File: config.mk
export PLATFORM = sky130hd
export DESIGN_NAME = alsu_acc_sequencer
export DESIGN_NICKNAME = d
export VERILOG_FILES = /design/src/rtl/alsu_pkg.sv /design/src/rtl/alsu_acc_ctrl.sv /design/src/rtl/alsu_acc_sequencer.sv
export SDC_FILE = /design/constraint.sdc
export NUM_CORES = 1
export LEC_CHECK = 0
export CORE_MARGIN = 1
export CORE_UTILIZATION = 43
export DETAILED_ROUTE_END_ITERATION = 6
export PLACE_DENSITY = 0.93
export SETUP_SLACK_MARGIN = 0.1
export SKIP_CTS_REPAIR_TIMING = 1
export SLEW_MARGIN = 0
export SYNTH_ARGS = -nofsm -noshare
export SYNTH_HDL_FRONTEND = slang
export SYNTH_SLANG_ARGS = --single-unit
File: constraint.sdc
create_clock -name clk -period 2.3 [get_ports clk]
set_input_delay 0.23 -clock clk [delete_from_list [all_inputs] [get_ports clk]]
set_output_delay 0.23 -clock clk [all_outputs]
set_load 0.01 [all_outputs]
File: src/rtl/alsu_pkg.sv
// Shared types and constants for the ALSU accumulator/sequencer.
// Optional zero flag output is enabled by defining ALSU_ACC_ZFLAG_EN.
package alsu_pkg;

    localparam int ALSU_WIDTH_DEF = 4;
    localparam int ALSU_CNT_W_DEF = 3;

    localparam logic [1:0] ALSU_GRP_ARITH = 2'b00;
    localparam logic [1:0] ALSU_GRP_LOGIC = 2'b01;
    localparam logic [1:0] ALSU_GRP_SHR   = 2'b10;
    localparam logic [1:0] ALSU_GRP_SHL   = 2'b11;

    typedef enum logic [1:0] {
        IDLE = 2'd0,
        EXEC = 2'd1,
        DONE = 2'd2
    } state_t;

    // Only arithmetic ops produce a carry the sequencer keeps in E.
    function automatic logic is_arith(input logic [3:0] sel);
        return sel[3:2] == ALSU_GRP_ARITH;
    endfunction

endpackage

File: src/rtl/alsu_acc_ctrl.sv
// Sequencer control: command/response handshake FSM and repeat counter.
//
// state | meaning
// IDLE  | ready for a command
// EXEC  | applying the ALSU result to AC once per cycle, counting down
// DONE  | response presented, waiting for rsp_ready
module alsu_acc_ctrl
    import alsu_pkg::*;
#(
    parameter int CNT_W = ALSU_CNT_W_DEF
) (
    input  logic             clk,
    input  logic             rst,
    input  logic             cmd_valid,
    input  logic             cmd_load,
    input  logic [CNT_W-1:0] cmd_rep,
    input  logic             arith,
    input  logic             rsp_ready,
    output logic             cmd_ready,
    output logic             rsp_valid,
    output logic             accept,
    output logic             load_we,
    output logic             ac_we,
    output logic             e_we
);

    state_t           state;
    logic [CNT_W-1:0] iter;

    // Strobes decoded from the current state; the datapath registers them.
    assign cmd_ready = (state == IDLE) && !rst;
    assign rsp_valid = (state == DONE);
    assign accept    = cmd_valid && cmd_ready;
    assign load_we   = accept && cmd_load;
    assign ac_we     = (state == EXEC);
    assign e_we      = ac_we && arith;

    // Handshake FSM with down-counting iteration register.
    always_ff @(posedge clk or posedge rst) begin
        if (rst) begin
            state <= IDLE;
            iter  <= '0;
        end else begin
            case (state)
                IDLE: begin
                    if (accept) begin
                        iter  <= cmd_rep;
                        state <= cmd_load ? DONE : EXEC;
                    end
                end
                EXEC: begin
                    if (iter == '0) begin
                        state <= DONE;
                    end else begin
                        iter <= iter - 1'b1;
                    end
                end
                DONE: begin
                    if (rsp_ready) begin
                        state <= IDLE;
                    end
                end
                default: state <= IDLE;
            endcase
        end
    end

endmodule

File: src/rtl/alsu_acc_sequencer.sv
// Accumulator/sequencer around an external combinational 4-bit ALSU.
// Holds AC, E and the latched operation; repeats the op cmd_rep+1 times.
// Define ALSU_ACC_ZFLAG_EN to add the registered rsp_z zero flag.
module alsu_acc_sequencer
    import alsu_pkg::*;
#(
    parameter int WIDTH = ALSU_WIDTH_DEF,
    parameter int CNT_W = ALSU_CNT_W_DEF
) (
    input  logic             clk,
    input  logic             rst,
    input  logic             cmd_valid,
    output logic             cmd_ready,
    input  logic [3:0]       cmd_sel,
    input  logic             cmd_cin,
    input  logic [WIDTH-1:0] cmd_b,
    input  logic [CNT_W-1:0] cmd_rep,
    input  logic             cmd_load,
    output logic             rsp_valid,
    input  logic             rsp_ready,
    output logic [WIDTH-1:0] rsp_ac,
    output logic             rsp_e,
`ifdef ALSU_ACC_ZFLAG_EN
    output logic             rsp_z,
`endif
    output logic [WIDTH-1:0] alsu_a,
    output logic [WIDTH-1:0] alsu_b,
    output logic [3:0]       alsu_s,
    output logic             alsu_cin,
    input  logic [WIDTH-1:0] alsu_f,
    input  logic             alsu_carry
);

    logic [WIDTH-1:0] ac;
    logic             e;
    logic [WIDTH-1:0] b_q;
    logic [3:0]       sel_q;
    logic             cin_q;
    logic             accept;
    logic             load_we;
    logic             ac_we;
    logic             e_we;

    alsu_acc_ctrl #(
        .CNT_W (CNT_W)
    ) u_ctrl (
        .clk       (clk),
        .rst       (rst),
        .cmd_valid (cmd_valid),
        .cmd_load  (cmd_load),
        .cmd_rep   (cmd_rep),
        .arith     (is_arith(sel_q)),
        .rsp_ready (rsp_ready),
        .cmd_ready (cmd_ready),
        .rsp_valid (rsp_valid),
        .accept    (accept),
        .load_we   (load_we),
        .ac_we     (ac_we),
        .e_we      (e_we)
    );

    // Latch the operation on accept so the ALSU lines never follow cmd_* directly.
    always_ff @(posedge clk or posedge rst) begin
        if (rst) begin
            b_q   <= '0;
            sel_q <= '0;
            cin_q <= 1'b0;
        end else if (accept) begin
            b_q   <= cmd_b;
            sel_q <= cmd_sel;
            cin_q <= cmd_cin;
        end
    end

    // Accumulator and carry flag: loaded directly or written back from the ALSU.
    always_ff @(posedge clk or posedge rst) begin
        if (rst) begin
            ac <= '0;
            e  <= 1'b0;
        end else begin
            if (load_we) begin
                ac <= cmd_b;
            end else if (ac_we) begin
                ac <= alsu_f;
            end
            if (e_we) begin
                e <= alsu_carry;
            end
        end
    end

`ifdef ALSU_ACC_ZFLAG_EN
    logic z;

    // Zero flag tracks every AC write, so it is valid alongside rsp_ac.
    always_ff @(posedge clk or posedge rst) begin
        if (rst) begin
            z <= 1'b1;
        end else if (load_we) begin
            z <= (cmd_b == '0);
        end else if (ac_we) begin
            z <= (alsu_f == '0);
        end
    end

    assign rsp_z = z;
`endif

    assign rsp_ac   = ac;
    assign rsp_e    = e;
    assign alsu_a   = ac;
    assign alsu_b   = b_q;
    assign alsu_s   = sel_q;
    assign alsu_cin = cin_q;

endmodule

==> run summary <==
The buffer and inverter count on the worst path is 1. The final antenna-violating net count is 0. The cell type contributing the most total cell area after synthesis is sky130_fd_sc_hd__dfrtp_1. The number of setup violations in the final report came out at 0. The number of max-slew violations in the final report is 0. For this run, the total global-route usage over all layers was measured as 0.204.

The maximum clock path buffer count came out at 2. The number of hold violations in the final report came to 0. STA classifies the critical path endpoint as an output pin. The initial standard-cell utilization of the core is 0.464. The area of the die is 0.00235 mm2. CTS built an H-tree with a depth of 1. The die height is 48.5 um. The number of max-capacitance violations reported is 0. The final cycle utilization of the critical path came out at 0.787. The clock input transition at the sequential cells of the worst setup and hold paths came out at 110 ps. The critical path's top delay family is buffers and inverters. The filler-free cell count of the finished design is 160. The final-stage net count is 158.

The count of mapped cells out of synthesis came out at 94. The smallest clock period supported by the final layout is computed as approximately 1800 ps. STA puts the critical path data required time at around 2100 ps. The number of iterations in the first detailed-routing pass is 6. The worst-case setup margin in the final layout is slightly below 500 ps. Walking the worst path, the cells encountered are and2b_2 > clkdlybuf4s50_1. TritonCTS built the clock tree. The total via count in the routed design is 823.

The delay of the slowest critical-path stage came out at between 500 and 600 ps. Counting every sink on the clock net gives 19. The core footprint is 0.00200 mm2. Counting flops and latches in the post-synthesis netlist gives 19. The fraction of synthesized cell area taken by the top area cell type came out at 0.512. The setup TNS is 0 ps. The number of global-route vias before repair is 769. The aggregate routed wire length came out at 2.23 mm. The peak clock frequency supported by timing is 553 MHz. Yosys attributes the largest share of cell area to sky130_fd_sc_hd__dfrtp_1, sky130_fd_sc_hd__nand2_1, sky130_fd_sc_hd__a221o_1. In the routed layout, each cell is associated on average with a via count of 5.14. The mean post-synth cell area came out at between 9 and 10 um2. The count of different cell masters after synthesis came out at 26. The post-detailed-route DRC marker count came out at 0. The number of buffers created by CTS came out at 3. The number of placed instances with taps included is roughly 160. The first-iteration detailed-routing DRC count came out at 15.

The area growth from synthesis to final layout is 46.4%. The reported leakage power is 0.638 nW. The critical path in this run is classified as reg2out.

The flow ran to the end, and the final reports show no timing, DRC or antenna violations. In this run the clock root is driven by a sky130_fd_sc_hd__clkbuf_4. The die width came out at 48.5 um. During placement, the flow inserted port buffers numbering 41. STA classifies the critical path startpoint as a flop. The maximum net fanout on the critical path came out at 7. The final standard cell utilization of the core came out at 0.679.

The transition time of the tightest slew-check pin came out at 728 ps. The worst slack at placement came out at 353 ps. The largest net degree at the start of global routing is 20.

The number of antenna violations at the first check in global routing is 0. The estimated wirelength of the detail-placed design came out at 1.59 mm. The final antenna diode count came out at 0. Yosys printed 0 warnings.

The worst-skew pair later-pin latency came out at 310 ps. In the final routed layout, each cell accounts on average for around 14 um. Setup repair after global routing left no endpoint under its margin. The remaining max-slew budget at the tightest pin came out at 0.514. The final worst hold slack came out at 439 ps. The fraction of layout instances using a drive strength above 1 came out at 0.0752.

VDD sags by at most 677 uV. For the worst setup path, the data arrival time is about 1600 ps. In this run the worst hold path is classified as in2reg. Across the routed clock network, the largest skew measured is 5.00 ps. The remaining global-route overflow came out at 0. The post-synthesis net count came out at 118. The final weighted congestion in routability-driven placement is between 0.8 and 0.9. The combined area of all synthesized cells is 928 um2.

Of the synthesized area, sequential elements account for 0.512. The slowest stage of the critical path belongs to the cell sky130_fd_sc_hd__clkdlybuf4s50_1. The number of top-level pins came out at 42. Power spread over the standard cell area amounts to 1210 mW/mm2. The global-route wire length before repair came out at 3.59 mm. The fill cell instance count of the final layout is between 150 and 200.

The standard-cell row count is 16.
state kept, by name, summed over array words and instances, names as in the netlist:
register and flops:
rsp_e 1, alsu_b 4, u_ctrl.state 2, alsu_cin 1, alsu_s 4, alsu_a 4
u_ctrl.iter 3
stage by stage:
stage,total power [mW],instance area (um2)
after floorplan,1.07,928
after global placement,1.44,1330
after detailed placement,1.47,1330
after CTS,1.65,1360
after global routing,1.76,1360
final,1.65,1360
worst min-delay path, cell delays in order:
cell and delay [ps]:
sky130_fd_sc_hd__clkdlybuf4s50_1 390, sky130_fd_sc_hd__nand2_1 60, sky130_fd_sc_hd__nand2_1 40
Yosys cell counts:
master / instances
sky130_fd_sc_hd__nor2_1: 3
sky130_fd_sc_hd__or2b_1: 1
sky130_fd_sc_hd__buf_6: 1
sky130_fd_sc_hd__buf_4: 4
sky130_fd_sc_hd__a2bb2oi_1: 1
sky130_fd_sc_hd__or4b_1: 1
sky130_fd_sc_hd__xor2_1: 1
sky130_fd_sc_hd__and3_1: 5
sky130_fd_sc_hd__a221o_1: 5
sky130_fd_sc_hd__inv_1: 5
sky130_fd_sc_hd__nor2b_1: 1
sky130_fd_sc_hd__nand2b_1: 1
sky130_fd_sc_hd__o21ai_0: 1
sky130_fd_sc_hd__nor3_1: 2
sky130_fd_sc_hd__buf_2: 3
sky130_fd_sc_hd__o2bb2ai_1: 1
sky130_fd_sc_hd__o22ai_1: 2
sky130_fd_sc_hd__a211oi_1: 1
sky130_fd_sc_hd__mux2_2: 1
sky130_fd_sc_hd__a21oi_2: 1
sky130_fd_sc_hd__ha_1: 2
sky130_fd_sc_hd__nor4b_4: 1
sky130_fd_sc_hd__nand2_1: 27
sky130_fd_sc_hd__a21oi_1: 3
sky130_fd_sc_hd__dfrtp_1: 19
sky130_fd_sc_hd__and2b_2: 1
final cells by class:
| class | instances | area (um2) | area share |
|---|---|---|---|
| clock buffers | 3 | 22.5 | 0.0166 |
| clock inverters | 1 | 5.00 | 0.00368 |
| well taps | 27 | 33.8 | 0.0249 |
| flip-flops and latches | 19 | 475 | 0.350 |
| repair buffers | 43 | 425 | 0.313 |
| inverters | 5 | 18.8 | 0.0138 |
| multi-input cells | 62 | 378 | 0.278 |
where the power goes:
group / internal, mW / switching [mW] / leakage (nW)
combinational: 0.494 / 0.370 / 0.387
sequential: 0.495 / 0.115 / 0.234
clock: 0.0650 / 0.111 / 0.0177
total: 1.05 / 0.596 / 0.638
metal layers:
| layer | GRT usage | up-vias | routed length [um] |
|---|---|---|---|
| li1 | - | 391 | - |
| met1 | 0.252 | 387 | 920 |
| met2 | 0.354 | 40 | 1140 |
| met3 | 0.0377 | 5 | 131 |
| met4 | 0.0735 | 0 | 29 |
| met5 | 0 | - | 0 |
path summary, 6_finish.rpt:
path,from,to,slack (ps),depth (start not counted)
min in group asynchronous,rst,u_ctrl.state[1]$_DFFE_PP0P_,460,2
setup reg to reg,u_ctrl.state[0]$_DFFE_PP0P_,u_ctrl.iter[2]$_DFFE_PP0P_,520,3
hold / removal,cmd_sel[3],alsu_s[3]$_DFFE_PP0P_,440,3
setup / recovery,u_ctrl.state[0]$_DFFE_PP0P_,rsp_valid,490,2
max in group asynchronous,rst,alsu_b[2]$_DFFE_PP0P_,1380,2
hold reg to reg,alsu_s[0]$_DFFE_PP0P_,alsu_s[0]$_DFFE_PP0P_,490,2
layout by cell type, fill, tap and decap left out, types with 2 or more instances in the layout:
cell / count
sky130_fd_sc_hd__clkbuf_4: 3
sky130_fd_sc_hd__nand2_1: 27
sky130_fd_sc_hd__o22ai_1: 2
sky130_fd_sc_hd__and3_1: 5
sky130_fd_sc_hd__buf_4: 2
sky130_fd_sc_hd__inv_1: 5
sky130_fd_sc_hd__nor3_1: 2
sky130_fd_sc_hd__dfrtp_1: 19
sky130_fd_sc_hd__a21oi_1: 3
sky130_fd_sc_hd__clkdlybuf4s50_1: 41
sky130_fd_sc_hd__a221o_1: 5
sky130_fd_sc_hd__nor2_1: 3
sky130_fd_sc_hd__ha_1: 2
cell families after synthesis:
logic type,after synthesis,synth area share
DFF,19,0.512
muxes,1,0.0121
and+or+nand+nor,43,0.233
buffers and inverters,13,0.0809
adders and majority gates,2,0.0269
AOI/OAI and AO/OA,15,0.125
xor gates and xnor gates,1,0.00944
No activity file was read; power rests on OpenSTA's default activity.
